===== config.mk =====
export PLATFORM = sky130hd
export DESIGN_NAME = clk_monitor
export DESIGN_NICKNAME = d
export VERILOG_FILES = /design/src/rtl/clk_monitor.sv
export SDC_FILE = /design/constraint.sdc
export NUM_CORES = 1
export LEC_CHECK = 0
export CORE_MARGIN = 2
export CORE_UTILIZATION = 45
export DETAILED_ROUTE_END_ITERATION = 8
export GPL_ROUTABILITY_DRIVEN = 1
export PLACE_DENSITY = 0.73
export SLEW_MARGIN = 20
export SYNTH_ARGS = -nofsm -noshare
export SYNTH_HDL_FRONTEND = slang
export SYNTH_SLANG_ARGS = --single-unit

===== constraint.sdc =====
create_clock -name clk -period 2.9 [get_ports clk]
set_clock_uncertainty 0.15 [all_clocks]
set_input_delay 0.58 -clock clk [delete_from_list [all_inputs] [get_ports clk]]
set_output_delay 0.58 -clock clk [all_outputs]
set_load 0.05 [all_outputs]

===== src/rtl/clk_monitor.sv =====
// Measures the period and high time of an asynchronous clock in system-clock cycles.
// Flags periods outside a programmable window and detects a stopped clock.
module clk_monitor #(
  parameter int CNT_W   = 16,
  parameter int TIMEOUT = 1024
) (
  input  logic             clk,
  input  logic             rst_n,
  input  logic             en_i,
  input  logic             mon_i,
  input  logic [CNT_W-1:0] min_period_i,
  input  logic [CNT_W-1:0] max_period_i,
  output logic [CNT_W-1:0] period_o,
  output logic [CNT_W-1:0] high_o,
  output logic             valid_o,
  output logic             err_o,
  output logic             stuck_o,
  output logic             stuck_lvl_o
);

  typedef enum logic [1:0] {IDLE, SYNC, MEASURE} state_t;

  localparam logic [CNT_W-1:0] TO = CNT_W'(TIMEOUT);

  state_t           state;
  logic             s1, s2, s3;
  logic [CNT_W-1:0] cnt;
  logic             rise, fall, out_rng;

  assign rise    = s2 & ~s3;
  assign fall    = ~s2 & s3;
  assign out_rng = (cnt < min_period_i) || (cnt > max_period_i);

  // s1/s2 resolve metastability; s3 is the edge-detect history.
  always_ff @(posedge clk or negedge rst_n) begin
    if (!rst_n) begin
      s1 <= 1'b0;
      s2 <= 1'b0;
      s3 <= 1'b0;
    end else begin
      s1 <= mon_i;
      s2 <= s1;
      s3 <= s2;
    end
  end

  always_ff @(posedge clk or negedge rst_n) begin
    if (!rst_n) begin
      state       <= IDLE;
      cnt         <= '0;
      period_o    <= '0;
      high_o      <= '0;
      valid_o     <= 1'b0;
      err_o       <= 1'b0;
      stuck_o     <= 1'b0;
      stuck_lvl_o <= 1'b0;
    end else begin
      valid_o <= 1'b0;
      err_o   <= 1'b0;
      if (!en_i) begin
        state   <= IDLE;
        cnt     <= '0;
        stuck_o <= 1'b0;
      end else begin
        case (state)
          IDLE: begin
            state <= SYNC;
            cnt   <= '0;
          end
          SYNC, MEASURE: begin
            if (state == MEASURE && fall) high_o <= cnt;
            // A rise in the timeout cycle wins, so cnt tops out at TIMEOUT.
            if (rise) begin
              if (state == MEASURE) begin
                period_o <= cnt;
                valid_o  <= 1'b1;
                err_o    <= out_rng;
              end
              state   <= MEASURE;
              cnt     <= CNT_W'(1);
              stuck_o <= 1'b0;
            end else if (cnt == TO) begin
              state       <= SYNC;
              cnt         <= CNT_W'(1);
              stuck_o     <= 1'b1;
              stuck_lvl_o <= s2;
            end else begin
              cnt <= cnt + CNT_W'(1);
            end
          end
          default: begin
            state <= IDLE;
            cnt   <= '0;
          end
        endcase
      end
    end
  end

endmodule

==> metrics.txt <==
outcome finished clean; HPWL after DPL between 5000 and 6000 um; GP Congestion ~0.90; Critical Path Start Type input port; largest family of logic cells by synthesized area simple AND/OR/NAND/NOR gates; Final period util 0.8406; reg2reg end state[0]; Post-DRT Antenna Nets 0; Via density 4.927; Final Non-Filler Cells 509; crit path kind input port to register; cell area after synthesis 0.003173 sq mm; RSZ-0062 raised after global routing no; Synth warnings 0; fmax 410.2 MHz; post-synth cell types 43; Synth area leaders dfrtp_1 45%, ha_1 14%, nand2_1 7.2%, inv_1 4.4%, mux2_2 3.2%; Worst slew margin 0.6583; final setup violation count 0; latest clock arrival within the worst-skew pair 0.34 ns; Detailed Routing Iterations Pass 1 4; Top Ports 72; Mapped Avg Cell Area 9.763 sq um; Initial Utilization 0.4670; CTS Root Cell clkbuf_8; total CTS buffers 9; compound-cell area share of the yosys netlist 0.07926; crit path max fanout 3; post-synthesis xor/xnor area fraction 0.03036; FF-to-FF Start cnt[1]; crit-path max cell delay 0.52 ns; layout cells sized above 1 0.1090; Least-Margin Pin Slew 0.5110 ns; vias in the first global route 2609; Worst setup EP type register; total power 0.002007 W; first-pass GRT wire length about 12000 um; CTS Sinks 57; largest net degree at the start of global routing 58; CP Data Required Time 2.98 ns; post-synth top area share 0.4495; Max Cap Violations 0; chip width 87.97 um; setup_tns 0 ns; IO Port Bufs 71; Area Growth Syn to Fin 35.21%; Synth area leader dfrtp_1; # diodes 0; Synth Area in Adders 0.1420; Core Footprint 0.006794 sq mm; Hold Crit Class input port to asynchronous set/reset pin; DR iter-0 viols 77; post-layout util 0.6315; Post-Syn Nets around 400; PostCTS Resize Cnt 0; initial antenna violation count 0; Lkg Pwr 2.156 nW; Setup Fix Bufs, Post-CTS 0; drc violations 0; final hold vios 0; r2r worst-path depth 7; CP cell instances clkdlybuf4s50_1 > inv_1 > ha_1 > nand4_1 > nor4_1 > a21boi_0 > or4_1 > a32o_1; Seq/Total Area, Yosys 0.4495; Remaining Overflow, GRT 0; final WL around 7100 um; placed cell count 493; power per cell area 467.9 mW/mm^2; Clk pin slew, worst setup/hold paths 0.07 ns; Min Clock Period, post-route roughly 2.4 ns; post-synthesis mux area share 0.05087; DIE AREA 0.007739 sq mm; CTS tree yes; cts hold-fix bufs 0; Post-Synth Simple-Gate Area 0.1853; Peak VDD IR roughly 530 uV; Cells after Synth 325; Worst R2R Setup Slack 0.61 ns; H-tree levels 3; Synth Register Bits 57; Max Slew Vio Count 0; Worst EP arrival 2.52 ns; Vias 2508; routed len/inst 13.96 um; Die Y-Extent 87.97 um; Final nets 480; Worst path slowest cell or4_1; most frequent cells in the layout 70 x clkdlybuf4s50_1, 61 x nand2_1, 57 x dfrtp_1, 37 x inv_1, 36 x ha_1; clock buffer depth 2; Rows 30; Total GRT Usage 0.2095; most common cell after layout, fill and taps aside clkdlybuf4s50_1
sequential cells by signal, indices dropped and copies added (netlist names):
signal / cells
err_o: 1
s3: 1
stuck_o: 1
stuck_lvl_o: 1
cnt: 16
s2: 1
period_o: 16
state: 2
s1: 1
high_o: 16
valid_o: 1
power breakdown:
part           internal (W)  switching [W]  total (W)
Sequential         0.000811      0.0000122   0.000823
Combinational     0.0000988       0.000127   0.000226
Clock              0.000641       0.000318   0.000959
critical path, delay by kind of cell:
kind                     cells  cell delay [ns]
buffers and inverters        2             0.50
AO/OA/AOI/OAI                2             0.35
AND/OR/NAND/NOR              3             0.78
adder cells (fa/ha/maj)      1             0.31
per-stage QoR:
stage,worst slack (ns),area (sq um),hold slack (ns)
4_1_cts,0.4874,4290,0.07286
2_1_floorplan,0.7092,3173,0.1344
3_5_place_dp,0.1165,4028,0.1904
3_3_place_gp,0.1884,4028,0.1827
6_report,0.4622,4290,0.07011
5_1_grt,0.3193,4290,0.08145
routing by layer:
metal | routed length, um | part of all wire | GRT usage
met5 | 0 | 0 | 0
met4 | 104 | 0.015 | 0.06993
met3 | 317 | 0.045 | 0.05938
met2 | 3556 | 0.50 | 0.3554
met1 | 3128 | 0.44 | 0.2573
worst max-delay path by stage:
stage,startpoint,end,slack (ns),depth (start not counted)
after floorplan,max_period_i[1],err_o,0.71,7
after global placement,max_period_i[1],err_o,0.19,8
after detailed placement,max_period_i[14],err_o,0.12,8
after CTS,max_period_i[14],err_o,0.49,8
after global routing,cnt[1],state[0],0.32,6
final,max_period_i[14],err_o,0.46,8
cell type report:
| type | instances | area, sq um |
|---|---|---|
| fill | 574 | 2504 |
| multi-input combinational | 223 | 1548 |
| sequential | 57 | 1426 |
| timing repair buffer | 79 | 790.8 |
| clock buffer | 12 | 165.2 |
| inverter | 38 | 142.6 |
| tap | 96 | 120.1 |
| clock inverter | 4 | 97.59 |
cells by family (layout without fill, tap and decap cells):
group / count (synthesis) / in the layout
xor+xnor: 11 / 11
flops: 57 / 57
simple gates: 120 / 120
mux: 13 / 13
buf+inv: 45 / 133
fa+ha+maj: 36 / 36
compound gates: 43 / 43
cells in the mapped netlist, drive strengths merged:
master and number:
a211oi 1, o211ai 1, a22o 1, mux2 13, a21oi 19, and4 3
nand3 7, nor4 3, nor2b 2, clkbuf 1, o21ai 13, ha 36
xor2 8, and3 3, xnor2 3, a31oi 1, nor3b 2, dfrtp 57
nand2 61, a221o 1, inv 38, nor3 3, and2 1, o221a 1
or4 1, nor2 17, a32o 1, buf 6, or3 4, or2 1
nand4 9, a21o 3, nor4b 1, a21boi 1, nand2b 2
No activity file was read; power rests on OpenSTA's default activity.
